==> config.mk <==
export PLATFORM = sky130hd
export DESIGN_NAME = flash_cmd_engine
export DESIGN_NICKNAME = d
export VERILOG_FILES = /design/src/rtl/flash_pkg.sv /design/src/rtl/flash_bus_cycle.sv /design/src/rtl/flash_cmd_engine.sv
export SDC_FILE = /design/constraint.sdc
export NUM_CORES = 1
export LEC_CHECK = 0
export CELL_PAD_IN_SITES_DETAIL_PLACEMENT = 2
export CELL_PAD_IN_SITES_GLOBAL_PLACEMENT = 2
export CORE_UTILIZATION = 25
export CTS_BUF_LIST = sky130_fd_sc_hd__clkbuf_8
export CTS_CLUSTER_SIZE = 8
export DETAILED_ROUTE_END_ITERATION = 16
export PLACE_DENSITY_LB_ADDON = 0.1
export SYNTH_ARGS = -nofsm -noshare
export SYNTH_HDL_FRONTEND = slang
export SYNTH_SLANG_ARGS = --single-unit
==> constraint.sdc <==
create_clock -name CLK50M -period 3.33 [get_ports CLK50M]
set_input_delay 0.333 -clock CLK50M [delete_from_list [all_inputs] [get_ports CLK50M]]
set_output_delay 0.333 -clock CLK50M [all_outputs]
set_load 0.02 [all_outputs]
==> src/rtl/flash_pkg.sv <==
// Shared encodings for the NOR-flash command engine: op codes, FSM states,
// AMD unlock constants and the per-op write sequence table.
package flash_pkg;

  typedef enum logic [1:0] {
    OP_READ   = 2'd0,
    OP_PROG   = 2'd1,
    OP_SERASE = 2'd2,
    OP_CERASE = 2'd3
  } flash_op_e;

  typedef enum logic [2:0] {
    ST_IDLE,
    ST_SEQ,
    ST_WAIT,
    ST_ABORT,
    ST_RCYC,
    ST_DONE
  } flash_st_e;

  localparam logic [11:0] UNLOCK_A1 = 12'h555;
  localparam logic [11:0] UNLOCK_A2 = 12'h2AA;
  localparam logic [7:0]  D_AA = 8'hAA;
  localparam logic [7:0]  D_55 = 8'h55;
  localparam logic [7:0]  D_80 = 8'h80;
  localparam logic [7:0]  D_A0 = 8'hA0;
  localparam logic [7:0]  D_30 = 8'h30;
  localparam logic [7:0]  D_10 = 8'h10;
  localparam logic [7:0]  D_F0 = 8'hF0;

  localparam int PROG_LEN  = 4;
  localparam int ERASE_LEN = 6;

  // use_addr/use_wdata select the latched command fields instead of the constants
  typedef struct packed {
    logic        use_addr;
    logic [11:0] ua;
    logic        use_wdata;
    logic [7:0]  ud;
  } seq_ent_t;

  function automatic seq_ent_t seq_entry(input flash_op_e op, input logic [2:0] idx);
    seq_ent_t e;
    e = '{use_addr: 1'b0, ua: UNLOCK_A1, use_wdata: 1'b0, ud: D_AA};
    case (idx)
      3'd1, 3'd4: begin
        e.ua = UNLOCK_A2;
        e.ud = D_55;
      end
      3'd2: e.ud = (op == OP_PROG) ? D_A0 : D_80;
      3'd3: if (op == OP_PROG) begin
        e.use_addr  = 1'b1;
        e.use_wdata = 1'b1;
      end
      3'd5: if (op == OP_SERASE) begin
        e.use_addr = 1'b1;
        e.ud       = D_30;
      end else begin
        e.ud = D_10;
      end
      default: ;
    endcase
    return e;
  endfunction

  function automatic logic [2:0] seq_last(input flash_op_e op);
    return (op == OP_PROG) ? 3'(PROG_LEN - 1) : 3'(ERASE_LEN - 1);
  endfunction

endpackage

==> src/rtl/flash_bus_cycle.sv <==
// One flash bus cycle (read or write) of CYC_LEN clocks: phase counter,
// strobe decode, address/data hold and read-data capture.
module flash_bus_cycle #(
  parameter int ADDR_W  = 22,
  parameter int DATA_W  = 16,
  parameter int CYC_LEN = 4
) (
  input  logic              CLK50M,
  input  logic              RST,
  input  logic              start,
  input  logic              is_write,
  input  logic [ADDR_W-1:0] addr,
  input  logic [DATA_W-1:0] wdata,
  output logic              done,
  output logic [DATA_W-1:0] rdata,
  output logic [ADDR_W-1:0] flash_addr,
  output logic [DATA_W-1:0] flash_dq_o,
  input  logic [DATA_W-1:0] flash_dq_i,
  output logic              flash_dq_oe,
  output logic              flash_ce_n,
  output logic              flash_oe_n,
  output logic              flash_we_n
);

  localparam int PH_W = $clog2(CYC_LEN);
  localparam logic [PH_W-1:0] PH_LAST = PH_W'(CYC_LEN - 1);
  localparam logic [PH_W-1:0] PH_SAMP = PH_W'(CYC_LEN - 2);

  logic            active;
  logic            wr;
  logic [PH_W-1:0] phase;

  always_ff @(posedge CLK50M) begin
    if (RST) begin
      active     <= 1'b0;
      wr         <= 1'b0;
      phase      <= '0;
      flash_addr <= '0;
      flash_dq_o <= '0;
      rdata      <= '0;
    end else begin
      if (start) begin
        active     <= 1'b1;
        wr         <= is_write;
        phase      <= '0;
        flash_addr <= addr;
        if (is_write) flash_dq_o <= wdata;
      end else if (active) begin
        if (phase == PH_LAST) active <= 1'b0;
        else                  phase  <= phase + 1'b1;
      end
      // sample one clock before OE# rises so the device is still driving
      if (active && !wr && phase == PH_SAMP) rdata <= flash_dq_i;
    end
  end

  assign done        = active && (phase == PH_LAST);
  assign flash_dq_oe = active && wr;
  assign flash_ce_n  = !(active && (wr || phase != PH_LAST));
  assign flash_oe_n  = !(active && !wr && phase != PH_LAST);
  assign flash_we_n  = !(active && wr && phase != '0 && phase != PH_LAST);

endmodule

==> src/rtl/flash_cmd_engine.sv <==
// NOR-flash command engine: turns one accepted command into a full AMD unlock
// sequence, waits for completion, recovers on timeout. FLASH_DATA_POLL_EN selects DQ7 polling.
module flash_cmd_engine
  import flash_pkg::*;
#(
  parameter int ADDR_W    = 22,
  parameter int DATA_W    = 16,
  parameter int CYC_LEN   = 4,
  parameter int TIMEOUT_W = 24
) (
  input  logic              CLK50M,
  input  logic              RST,
  input  logic              cmd_valid,
  output logic              cmd_ready,
  input  logic [1:0]        cmd_op,
  input  logic [ADDR_W-1:0] cmd_addr,
  input  logic [DATA_W-1:0] cmd_wdata,
  output logic              rsp_valid,
  output logic [DATA_W-1:0] rsp_rdata,
  output logic              rsp_err,
  output logic              busy,
  output logic [ADDR_W-1:0] flash_addr,
  output logic [DATA_W-1:0] flash_dq_o,
  input  logic [DATA_W-1:0] flash_dq_i,
  output logic              flash_dq_oe,
  output logic              flash_ce_n,
  output logic              flash_oe_n,
  output logic              flash_we_n,
  input  logic              flash_ready
);

  flash_st_e            st, st_nxt;
  flash_op_e            op_q;
  logic [2:0]           idx, idx_nxt;
  logic [ADDR_W-1:0]    addr_q;
  logic [DATA_W-1:0]    wdata_q;
  logic [TIMEOUT_W-1:0] tmo_cnt;
  logic [DATA_W-1:0]    rdata_q;
  logic                 err_q;
  logic                 tmo_clr, err_set, rd_cap;

  logic              bc_start, bc_wr, bc_done;
  logic [ADDR_W-1:0] bc_addr;
  logic [DATA_W-1:0] bc_wdata, bc_rdata;

  seq_ent_t ent0, entn;
  assign ent0 = seq_entry(flash_op_e'(cmd_op), 3'd0);
  assign entn = seq_entry(op_q, idx + 3'd1);

`ifdef FLASH_DATA_POLL_EN
  logic poll_bit;
  assign poll_bit = (op_q == OP_PROG) ? wdata_q[7] : 1'b1;
`endif

  always_comb begin
    st_nxt   = st;
    idx_nxt  = idx;
    bc_start = 1'b0;
    bc_wr    = 1'b1;
    bc_addr  = addr_q;
    bc_wdata = wdata_q;
    tmo_clr  = 1'b0;
    err_set  = 1'b0;
    rd_cap   = 1'b0;
    case (st)
      ST_IDLE: if (cmd_valid) begin
        bc_start = 1'b1;
        idx_nxt  = 3'd0;
        if (flash_op_e'(cmd_op) == OP_READ) begin
          bc_wr   = 1'b0;
          bc_addr = cmd_addr;
          st_nxt  = ST_RCYC;
        end else begin
          bc_addr  = ent0.use_addr  ? cmd_addr  : ADDR_W'(ent0.ua);
          bc_wdata = ent0.use_wdata ? cmd_wdata : DATA_W'(ent0.ud);
          st_nxt   = ST_SEQ;
        end
      end
      ST_SEQ: if (bc_done) begin
        if (idx == seq_last(op_q)) begin
          st_nxt  = ST_WAIT;
          tmo_clr = 1'b1;
`ifdef FLASH_DATA_POLL_EN
          bc_start = 1'b1;
          bc_wr    = 1'b0;
`endif
        end else begin
          idx_nxt  = idx + 3'd1;
          bc_start = 1'b1;
          bc_addr  = entn.use_addr  ? addr_q  : ADDR_W'(entn.ua);
          bc_wdata = entn.use_wdata ? wdata_q : DATA_W'(entn.ud);
        end
      end
      ST_WAIT: begin
`ifdef FLASH_DATA_POLL_EN
        if (bc_done && bc_rdata[7] == poll_bit) begin
          st_nxt = ST_DONE;
        end else if (tmo_cnt == '1) begin
          st_nxt   = ST_ABORT;
          bc_start = 1'b1;
          bc_wdata = DATA_W'(D_F0);
        end else if (bc_done) begin
          bc_start = 1'b1;
          bc_wr    = 1'b0;
        end
`else
        // RY/BY# is not valid until tBUSY after the last write, hence the blanking window
        if (tmo_cnt >= TIMEOUT_W'(CYC_LEN) && flash_ready) begin
          st_nxt = ST_DONE;
        end else if (tmo_cnt == '1) begin
          st_nxt   = ST_ABORT;
          bc_start = 1'b1;
          bc_wdata = DATA_W'(D_F0);
        end
`endif
      end
      ST_ABORT: if (bc_done) begin
        st_nxt  = ST_DONE;
        err_set = 1'b1;
      end
      ST_RCYC: if (bc_done) begin
        st_nxt = ST_DONE;
        rd_cap = 1'b1;
      end
      ST_DONE: st_nxt = ST_IDLE;
      default: st_nxt = ST_IDLE;
    endcase
  end

  always_ff @(posedge CLK50M) begin
    if (RST) begin
      st      <= ST_IDLE;
      idx     <= '0;
      op_q    <= OP_READ;
      addr_q  <= '0;
      wdata_q <= '0;
      tmo_cnt <= '0;
      rdata_q <= '0;
      err_q   <= 1'b0;
    end else begin
      st  <= st_nxt;
      idx <= idx_nxt;
      if (st == ST_IDLE && cmd_valid) begin
        op_q    <= flash_op_e'(cmd_op);
        addr_q  <= cmd_addr;
        wdata_q <= cmd_wdata;
        err_q   <= 1'b0;
      end
      if (tmo_clr)             tmo_cnt <= '0;
      else if (st == ST_WAIT)  tmo_cnt <= tmo_cnt + 1'b1;
      if (err_set) err_q   <= 1'b1;
      if (rd_cap)  rdata_q <= bc_rdata;
    end
  end

  assign cmd_ready = (st == ST_IDLE);
  assign busy      = (st != ST_IDLE);
  assign rsp_valid = (st == ST_DONE);
  assign rsp_rdata = rdata_q;
  assign rsp_err   = err_q;

  flash_bus_cycle #(
    .ADDR_W (ADDR_W),
    .DATA_W (DATA_W),
    .CYC_LEN(CYC_LEN)
  ) u_bus (
    .CLK50M     (CLK50M),
    .RST        (RST),
    .start      (bc_start),
    .is_write   (bc_wr),
    .addr       (bc_addr),
    .wdata      (bc_wdata),
    .done       (bc_done),
    .rdata      (bc_rdata),
    .flash_addr (flash_addr),
    .flash_dq_o (flash_dq_o),
    .flash_dq_i (flash_dq_i),
    .flash_dq_oe(flash_dq_oe),
    .flash_ce_n (flash_ce_n),
    .flash_oe_n (flash_oe_n),
    .flash_we_n (flash_we_n)
  );

endmodule

== Yosys cells after proc, flatten, opt, wreduce, memory -nomap -nowiden ==
Cells that the tools add are included.

* Register bits: 145
* Output and inout bits: 62
* Logic and storage cells: 126

* $add $sub $neg: 3
* Magnitude comparators: 1
* Equal/unequal tests: 23
* Muxes and demuxes: 55
* Bitwise logic cells: 1
* Reduce and logical (&&, ||, !) cells: 29

{| class="wikitable"
|+ Operators with widths
! cell !! count
|-
| $mux 16 || 7
|-
| $mux 22 || 5
|-
| $pmux 16 s3 || 1
|-
| $pmux 22 s2 || 1
|-
| $mux 3 || 11
|-
| $add 24x1->24 const B || 1
|-
| $eq 24x24->1 const B || 1
|-
| $ge 24x3->1 const B || 1
|-
| $pmux 8 s3 || 1
|-
| $mux 1 || 22
|-
| $eq 3x2->1 const B || 4
|-
| $eq 3x3->1 const B || 4
|-
| $mux 6 || 2
|-
| $pmux 3 s4 || 1
|-
| $mux 11 || 1
|-
| $logic_and 1x1->1 || 10
|-
| $ne 2x2->1 const B || 5
|-
| $reduce_or 2->1 || 4
|-
| $eq 2x2->1 const B || 3
|-
| $eq 3x1->1 const B || 2
|-
| $pmux 3 s2 || 1
|-
| $reduce_bool 2->1 || 3
|-
| $reduce_and 5->1 || 1
|-
| $logic_not 1->1 || 4
|-
| other kinds (15) || 16
|}

== Depth between registers and ports, before layout ==
Gate-level depths: netlist of run 1.

* Word-level depth: 8
* Mapped depth: 10
* Depth with buffers taken out: 8

== Hierarchy ==
A second synthesis of run 1 with hierarchy kept.

* Cell total of the unflattened synthesis: 784
* Area, all modules: 6419.9 um^2

{| class="wikitable"
|+ Modules (own cells, without submodules)
! module !! instances !! cells an instance !! area each (um^2)
|-
| flash_cmd_engine || 1 || 546 || 4235.3
|-
| flash_bus_cycle || 1 || 238 || 2184.6
|}

== Worst setup path before layout of run 1 ==
No wires, ideal clock.

* Path type: reg2reg
* From: register idx[0]
* To: register u_bus.flash_addr[10]
* Library setup time: 0.132 ns
* Data arrival time: 2.238 ns
* Required time: 3.198 ns
* Setup slack: 0.960 ns
* Stages on the path, launching flop included: 10
* Period minus slack after synthesis: 2.370 ns
* Cells stage by stage: dfxtp_1 > clkbuf_1 > inv_1 > ha_1 > nand3b_1 > a21oi_1 > a311oi_1 > a211oi_1 > o32ai_1 > a21oi_1

* Word-level cells in the longest chain between the ends: 8
* Elaborated cells on any way between the ends: 16

{| class="wikitable"
|+ RTL lines
! what !! RTL line !! text
|-
| from (decl) || flash_cmd_engine.sv:34 || <nowiki>logic [2:0] idx, idx_nxt;</nowiki>
|-
| from (signal assigned) || flash_cmd_engine.sv:142 || <nowiki>idx <= idx_nxt;</nowiki>
|-
| $add 3x1->3 || flash_cmd_engine.sv:48 || <nowiki>assign entn = seq_entry(op_q, idx + 3'd1);</nowiki>
|-
| $eq 3x1->1 or $eq 3x3->1 (tied branches) || flash_pkg.sv:45 || <nowiki>case (idx)</nowiki>
|-
| $reduce_or 2->1 || flash_pkg.sv:45 ||
|-
| $mux 11 || flash_pkg.sv:45 ||
|-
| $mux 22 || flash_cmd_engine.sv:90 || <nowiki>bc_addr = entn.use_addr ? addr_q : ADDR_W'(entn.ua);</nowiki>
|-
| $mux 22 || flash_cmd_engine.sv:80 || <nowiki>if (idx == seq_last(op_q)) begin</nowiki>
|-
| $mux 22 || flash_cmd_engine.sv:79 || <nowiki>ST_SEQ: if (bc_done) begin</nowiki>
|-
| $pmux 22 s2 || flash_cmd_engine.sv:65 || <nowiki>case (st)</nowiki>
|-
| to (signal assigned) || flash_bus_cycle.sv:46 || <nowiki>flash_addr <= addr;</nowiki>
|-
| to (decl) || flash_bus_cycle.sv:16 || <nowiki>output logic [ADDR_W-1:0] flash_addr,</nowiki>
|}

Parallel ways exist; a longest one is shown, timed or not.
A chain may end at the register's enable or synchronous reset.

== Worst setup path after layout of run 1 ==
* From: register tmo_cnt[19]
* To: register u_bus.flash_dq_o[0]

* Word-level cells in the longest chain between the ends: 5
* Elaborated cells on any way between the ends: 10

{| class="wikitable"
|+ RTL lines
! what !! RTL line !! text
|-
| from (decl) || flash_cmd_engine.sv:37 || <nowiki>logic [TIMEOUT_W-1:0] tmo_cnt;</nowiki>
|-
| from (signal assigned) || flash_cmd_engine.sv:150 || <nowiki>else if (st == ST_WAIT) tmo_cnt <= tmo_cnt + 1'b1;</nowiki>
|-
| $ge 24x3->1 or $eq 24x24->1 (tied branches) || flash_cmd_engine.sv:108, flash_cmd_engine.sv:110 ||
|-
| $logic_and 1x1->1 or $mux 1 (tied branches) || flash_cmd_engine.sv:108, flash_cmd_engine.sv:110 ||
|-
| $mux 1 || flash_cmd_engine.sv:108 || <nowiki>if (tmo_cnt >= TIMEOUT_W'(CYC_LEN) && flash_ready) begin</nowiki>
|-
| $pmux 1 s3 || flash_cmd_engine.sv:65 ||
|-
| $reduce_and 2->1 (no line) || n/a ||
|-
| to (signal assigned) || flash_bus_cycle.sv:47 || <nowiki>if (is_write) flash_dq_o <= wdata;</nowiki>
|-
| to (decl) || flash_bus_cycle.sv:17 || <nowiki>output logic [DATA_W-1:0] flash_dq_o,</nowiki>
|}

Parallel ways exist; a longest one is shown, timed or not.

==> results of run 1 <==
registers in the layout, indices dropped and copies added, names as in the netlist, 3 cells and up:
name	flops
u_bus.flash_dq_o	16
u_bus.rdata	16
wdata_q	16
idx	3
rsp_rdata	16
st	3
tmo_cnt	24
u_bus.flash_addr	22
addr_q	22
cell type report:
| type | instances | area [µm²] | area share, % |
|---|---|---|---|
| clock buffers | 18 | 248 | 2.93 |
| clock inverters | 14 | 178 | 2.10 |
| inverters | 18 | 67.6 | 0.800 |
| multi-input cells | 590 | 3280 | 38.8 |
| flip-flops and latches | 145 | 2900 | 34.4 |
| well taps | 330 | 413 | 4.89 |
| repair buffers | 141 | 1360 | 16.1 |
report_power, final:
group	switching, mW	leakage (nW)	internal [mW]
sequential	0.184	1.18	1.99
combinational	1.27	1.47	0.792
clock	0.759	0.214	0.774
per-stage QoR:
stage / instances / hold slack (ps)
finish: 1256 / 297
global route: 1256 / 270
CTS: 1256 / 260
detailed placement: 1224 / 450
global placement: 1224 / 436
floorplan: 810 / 432
cells in the final DEF (no fill, tap or decap), types with 3 or more instances in the layout:
cell type | Yosys | layout
nand2_1 | 185 | 184
dfxtp_1 | 145 | 145
clkdlybuf4s50_1 | 0 | 120
a21oi_1 | 104 | 104
nor2_1 | 54 | 54
nor3_1 | 35 | 35
nand3_1 | 24 | 24
buf_4 | 0 | 21
o21ai_0 | 20 | 20
inv_1 | 18 | 19
clkbuf_8 | 0 | 18
a211oi_1 | 17 | 17
xor2_1 | 15 | 15
a311oi_1 | 12 | 12
nand4_1 | 10 | 10
xnor2_1 | 9 | 9
o211ai_1 | 9 | 9
ha_1 | 9 | 9
a31oi_1 | 8 | 8
nor2b_1 | 7 | 7
a311oi_2 | 7 | 7
and4_1 | 5 | 5
nor4_1 | 6 | 5
o32ai_1 | 5 | 5
a32oi_1 | 5 | 5
nand3b_1 | 4 | 4
and3_1 | 4 | 4
inv_6 | 0 | 4
and2_1 | 4 | 3
nand2b_1 | 3 | 3
bufinv_16 | 0 | 3
path summary, 6_finish.rpt:
check	start	to	slack, ps	depth (start not counted)
max	tmo_cnt[19]	u_bus.flash_dq_o[0]	600	7
min	RST	u_bus.active	300	2
max reg2reg	tmo_cnt[19]	u_bus.flash_dq_o[0]	600	7
min reg2reg	u_bus.rdata[5]	rsp_rdata[5]	460	2
per-layer routing:
layer	up-vias	wire length [µm]	global-route usage [%]
li1	3020	-	-
met1	3073	10500	22.5
met2	102	11300	30.5
met3	15	766	2.46
met4	0	184	5.18
met5	-	0	0
critical path, delay by kind of cell (launching register included):
kind / cells / cell delay, ps
AND/OR/NAND/NOR: 3 / 1060
AO/OA/AOI/OAI: 3 / 760
flip-flops: 1 / 370
buffers and inverters: 1 / 370
kinds of logic after synthesis:
| kind of cell | Yosys count | synth area share [%] |
|---|---|---|
| buf+inv | 75 | 5.33 |
| compound gates | 201 | 20.2 |
| xor+xnor | 24 | 3.22 |
| flops | 145 | 44.5 |
| fa+ha+maj | 9 | 1.73 |
| simple gates | 356 | 25.0 |
==> metrics.cfg, run 1 <==
[outcome]
status = completed

[clocking]
postCtsSetupBuffers = 0
path_clk_slew_ps = 90
postCtsHoldBufs = 0
clock_latency_ps = 450
htreeDepth = 4
clkSinkCount = 145
ctsResizeCount = 0
cts.root.buffer_cell = clkbuf_8
cts_buffers = 17
cts_tree = built
clock_path_buffers = 2

[logic_synthesis]
synth-main-ff-cell = dfxtp_1
ys_top_cells_by_area = dfxtp_1 45%, nand2_1 11%, a21oi_1 8.0%
synth_area_um2 = 6520
synth-async-reset-ratio_pct = 0
syn-mean-instance-area_um2 = 8.05
synth_most_common_cell = nand2_1
synthCells = 810
yosysTopAreaCell = dfxtp_1
synth_nets = 879
synth_top_area_share_pct = 44.5
ys_types = 56
yosysWarnings = 0
yosys_register_bits = 145
seq_area_frac_synth_pct = 44.5
synth_top_cells_by_count = 185 x nand2_1, 145 x dfxtp_1, 104 x a21oi_1, 54 x nor2_1, 35 x nor3_1
synth-edff-count = 0

[global_route]
overflow = 0
grt_max_degree = 62
antenna_found_initial = 0
grt_pass1_wl_mm = 36.5
grtUsageTotal_pct = 17.6
grt_pass1_vias = 6655

[place]
dp_slack_ps = 575
dpl.hpwl_mm = 16.4
dpl_cell_area_um2 = 8020
gp_congestion = 0.762
io_buffers = 121

[power]
power.density_nw_per_um2 = 683
ir_drop_v = 0.000204
power.leakage_nw = 2.87
power_mw = 5.77

[finish]
final_core_util_pct = 33.3
area_delta_synth_final_pct = 29.5
fillerInstances = 2924
final_area_um2 = 8450
drive_above_1_share_pct = 8.42
nNetsFinal = 982
diodes = 0

[setup_path]
crit_arrival_ps = 3040
start_kind = flop
crit_slowest_cell = nand3_1
cp-end-kind = flop
worstPathCellList = nor4_1, nand4_1, o41ai_4, nand3_1, buf_4, a21oi_1, a211oi_1
slowest_delay_ps = 480
crit_type = reg -> reg
cp_max_fo = 13
crit_required_ps = 3630

[routing]
wire_per_inst_um = 18.1
drc_errors = 0
first_iter_violations = 252
vias_per_cell = 4.94
wl_mm = 22.8
dr.pass1.iters = 4
ant_nets = 0
vias = 6210

[floorplanning]
die-area_um2 = 26700
placeableCoreArea_um2 = 25400
die_h_um = 164
io_pins = 122
row_count = 58
start_util_pct = 25.7
die_x_um = 164

[timing]
finalClockSkew_ps = 18.7
setup_ws_ps = 599
max_freq_mhz = 366
rsz0062_at_grt = no
slew_viol_final = 0
worstMarginPinSlew_ps = 758
setup_viol = 0
period_share_pct = 82.0
setup_tns_ps = 0
hold_violations = 0
slew_headroom_pct = 49.3
fin_crit_ps = 2730

[flow_run]
maxCapViolCount = 0

[hold_path]
hp-class = in -> reg

Note: power is estimated with default switching activity, not from simulation.
==> run 2, diff against run 1 <==
Clock period 3.33 ns to 2.6 ns, I/O delays scaled along.
==> run 2 against run 1 <==
  * Sequential cell count unchanged
  * Die area stayed put
  * Worst setup slack got worse by 460 ps
  * Sequential power is 29% higher
  * Non-clock buffer count increased by 18
  * Register-to-register slack lost 460 ps
  * Cell count rose by 1.4%
  * Fmax is 11% higher
  * Core utilization is 0.86 points higher
  * Count of clock-buffer cells in the layout increased by 1
  * Clock skew decreased by 3.0 ps
==> metrics.cfg, run 2 (synthesis results as in run 1) <==
[floorplanning]
die_h_um = 164
placeableCoreArea_um2 = 25400
die-area_um2 = 26700
row_count = 58
start_util_pct = 25.7
die_x_um = 164
io_pins = 122

[timing]
slew_viol_final = 0
hold_violations = 0
setup_tns_ps = 0
max_freq_mhz = 407
slew_headroom_pct = 35.0
fin_crit_ps = 2460
period_share_pct = 94.6
finalClockSkew_ps = 15.6
rsz0062_at_grt = no
worstMarginPinSlew_ps = 971
setup_viol = 0
setup_ws_ps = 140

[setup_path]
ff2ff_path_depth = 7
r2r_slack_ps = 140
crit_type = reg -> reg
start_kind = flop
crit_arrival_ps = 2780
crit_slowest_cell = nand3_1
crit_required_ps = 2920
reg2reg_to = u_bus.flash_dq_o[6]
cp-end-kind = flop
crit_family = simple AND/OR/NAND/NOR gates
cp_max_fo = 11
r2r_start = tmo_cnt[19]
startpoint = tmo_cnt[19]
slowest_delay_ps = 430
critPathBufInv = 1
worstPathCellList = nor4_1, nand4_1, o41ai_4, nand3_1, buf_4, nand2_1, a311oi_1

[global_route]
busiest_layer = met2
grtUsageTotal_pct = 18.1
met2_usage_pct = 32.4
grt_pass1_wl_mm = 37.4
overflow = 0
grt_pass1_vias = 6891
grt_max_degree = 122
grtUsageMet1_pct = 22.1
grtUsageMet3_pct = 3.35
antenna_found_initial = 0

[place]
dp_slack_ps = 126
dpl.hpwl_mm = 16.7
placedCellCount = 1238
gp_congestion = 0.786
io_buffers = 121

[finish]
nNetsFinal = 1000
largestRegisters = tmo_cnt x24, addr_q x22, u_bus.flash_addr x22
largest_register = tmo_cnt
final_cell_mix = 184 x nand2_1, 145 x dfxtp_1, 120 x clkdlybuf4s50_1, 103 x a21oi_1, 53 x nor2_1
final_core_util_pct = 34.1
layout_commonest_cell = nand2_1
fillerInstances = 2940
area_delta_synth_final_pct = 32.9
drive_above_1_share_pct = 10.5
largest_register_ffs = 24
stdcell_count = 1274
diodes = 0

[routing]
vias_per_cell = 4.93
wl_mm = 23.5
dr.pass1.iters = 4
ant_nets = 0
first_iter_violations = 228
drc_errors = 0
vias = 6285
wire_per_inst_um = 18.4

[hold_path]
worstHoldStart = cmd_wdata[14]
hp-class = in -> reg
hold_end = wdata_q[14]
hold_depth = 3

[clocking]
cts_buffers = 17
clock_path_buffers = 2
htreeDepth = 4
postCtsHoldBufs = 0
cts.root.buffer_cell = clkbuf_8
clock_latency_ps = 460
clkSinkCount = 145
path_clk_slew_ps = 90
cts_tree = built

[outcome]
status = completed

[power]
power.leakage_nw = 2.99
power.density_nw_per_um2 = 883
ir_drop_v = 0.000343

[flow_run]
maxCapViolCount = 0

-- run 2: cell count changes in the layout (fill, tap and decap cells not counted), moves of 2 or more --
cell / previous run / this run
clkinv_4: 2 / 5
inv_6: 4 / 1
buf_4: 21 / 35
clkinvlp_4: 2 / 0
buf_12: 0 / 4
-- run 2: repair_timing --
item | 4_1_cts | 5_1_grt
resized for setup | 0 | 4
buffers inserted | 0 | 4
hold endpoints to repair | 0 | 0
endpoints found under the setup margin | 0 | 9
-- run 2: worst max-delay path by stage --
stage | endpoint | depth (start not counted)
2_1_floorplan | u_bus.flash_addr[10] | 9
3_3_place_gp | u_bus.flash_addr[0] | 8
3_5_place_dp | u_bus.flash_addr[0] | 8
4_1_cts | cmd_ready | 5
5_1_grt | u_bus.flash_addr[0] | 9
6_report | u_bus.flash_dq_o[6] | 7
-- run 2: layout make-up --
class	count	area [µm²]	share of cell area (%)
clock buffer	19	262	3.02
tap	330	413	4.76
clock inverter	13	185	2.14
multi-input combinational	590	3290	38.0
sequential	145	2900	33.5
inverter	18	67.6	0.780
timing repair buffer	159	1540	17.8
-- run 2: power by group --
part           leakage, nW  internal, mW  total [mW]  switching [mW]
clock network        0.233          1.10        2.03           0.930
logic                 1.58          1.15        2.84            1.69
registers             1.18          2.55        2.79           0.242
total                 2.99          4.79        7.65            2.86
-- run 2: routing by layer --
layer  up-vias  share of wire, %
li1       3055                 -
met1      3118                46
met2        92                50
met3        20               3.1
met4         0               1.1
met5         -                 0
-- run 2: tightest hold or removal path: cells and delay by family --
kind                   cells  cell delay [ps]
buffers and inverters      1              400
AND/OR/NAND/NOR            1               60
AO/OA/AOI/OAI              1               50
-- run 2: metrics by stage --
stage	power, mW	hold WS (ps)	instance area [µm²]
after floorplan	4.40	396	6520
after global placement	5.55	436	8170
after detailed placement	5.65	451	8170
after CTS	7.71	314	8610
after global routing	8.13	326	8670
final	7.65	342	8670
==> run 3, diff against run 2 <==
Settings changed: CORE_UTILIZATION 25 to 31, HOLD_SLACK_MARGIN set to 0.15.
==> run 3 against run 2 <==
  * Fmax is 1.9% lower
  * Non-clock buffer count is 7 lower
  * Sequential cell count stayed put
  * Cell count is 5.3% lower
  * Routed wire length is 3.4% lower
  * Worst setup slack worse by 47 ps
  * Via count is 1.1% higher
  * Power is 0.67% lower
  * Combinational power is 5% lower
  * Critical path type unchanged
  * Largest power group is now registers
==> metrics.cfg, run 3 (synthesis results as in run 1) <==
[outcome]
status = completed

[global_route]
grtUsageTotal_pct = 21.7
grt_pass1_wl_mm = 37.2
overflow = 0
grt_pass1_vias = 6964
grt_max_degree = 122
antenna_found_initial = 0

[floorplanning]
io_pins = 122
die_x_um = 147
die-area_um2 = 21600
start_util_pct = 31.9
die_h_um = 147
row_count = 52
placeableCoreArea_um2 = 20400

[finish]
largest_register = tmo_cnt
area_delta_synth_final_pct = 30.5
drive_above_1_share_pct = 9.72
nNetsFinal = 993
layout_commonest_cell = nand2_1
final_core_util_pct = 41.7
largestRegisters = tmo_cnt x24, addr_q x22, u_bus.flash_addr x22
largest_register_ffs = 24
diodes = 0
final_cell_mix = 184 x nand2_1, 145 x dfxtp_1, 120 x clkdlybuf4s50_1, 104 x a21oi_1, 53 x nor2_1

[place]
dpl.hpwl_mm = 16.1
gp_congestion = 0.802
dp_slack_ps = 132
io_buffers = 121

[routing]
wl_mm = 22.7
vias = 6354
ant_nets = 0
wire_per_inst_um = 18.8
first_iter_violations = 229
drc_errors = 0
vias_per_cell = 5.27
dr.pass1.iters = 4

[timing]
max_freq_mhz = 399
setup_tns_ps = 0
hold_violations = 0
setup_viol = 0
rsz0062_at_grt = yes
worstMarginPinSlew_ps = 740
fin_crit_ps = 2510
slew_headroom_pct = 50.3
holdWs_ps = 335
slew_viol_final = 0
finalClockSkew_ps = 9.93
period_share_pct = 96.4
setup_ws_ps = 92.8

[clocking]
clkSinkCount = 145
clock_path_buffers = 2
postCtsHoldBufs = 0
cts.root.buffer_cell = clkbuf_8
cts_buffers = 17
path_clk_slew_ps = 90
clock_latency_ps = 450
cts_tree = built
htreeDepth = 4

[power]
power.leakage_nw = 2.94
ir_drop_v = 0.000339
power.density_nw_per_um2 = 893
power_mw = 7.60

[hold_path]
hp-class = in -> reg

[setup_path]
r2r_slack_ps = 90
start_kind = flop
cp-end-kind = flop
cp_max_fo = 8
crit_required_ps = 2910
crit_type = reg -> reg
crit_arrival_ps = 2810

[flow_run]
maxCapViolCount = 0

==> run 3: cell count changes in the layout (fill, tap and decap cells not counted), moves of 2 or more <==
cell	delta
buf_12	-3
clkinvlp_4	+3
clkbuf_8	-2
inv_1	-2
buf_4	-4
clkinv_4	-5
inv_6	+4
==> run 3: worst max-delay path, cell delays in order, from the launching register on <==
cell	delay, ps
dfxtp_1	430
nor2b_1	250
o21ai_1	200
a21oi_1	540
nand4_1	470
a32oi_1	360
a211oi_1	110
==> run 3: timing repair <==
item	in CTS	in global routing
resized for setup	1	1
pin swaps	0	0
endpoints found under the setup margin	1	16
setup buffers	0	0
==> run 3: worst paths after layout <==
kind	cells past startpoint	startpoint	endpoint
min	3	RST	op_q[1]
max reg2reg	6	op_q[0]	u_bus.flash_addr[1]
max	6	op_q[0]	u_bus.flash_addr[1]
min reg2reg	2	u_bus.rdata[8]	rsp_rdata[8]
==> run 3: area by class of cell <==
cell class	instances	area, µm²
multi-input combinational	590	3290
sequential	145	2900
fill	2326	11900
clock inverter	14	228
clock buffer	17	234
tap	270	338
timing repair buffer	152	1450
inverter	18	67.6
==> run 3: report_power, final <==
| group | switching, mW | internal, mW |
|---|---|---|
| Combinational | 1.65 | 1.04 |
| Clock | 0.962 | 1.16 |
| Sequential | 0.244 | 2.55 |
==> run 3: stage by stage <==
| step | instances | cell area, µm² |
|---|---|---|
| after detailed placement | 1175 | 8040 |
| final | 1206 | 8510 |
| after global routing | 1206 | 8510 |
| after floorplan | 810 | 6520 |
| after global placement | 1175 | 8040 |
| after CTS | 1206 | 8510 |
==> run 3: metal layers <==
metal  routed length, µm  track usage [%]  vias to the layer above
li1                    -                -                     3047
met1               10200             26.6                     3181
met2               11400             38.7                      116
met3                 937             3.98                       10
met4                 161             5.77                        0
met5                   0                0                        -
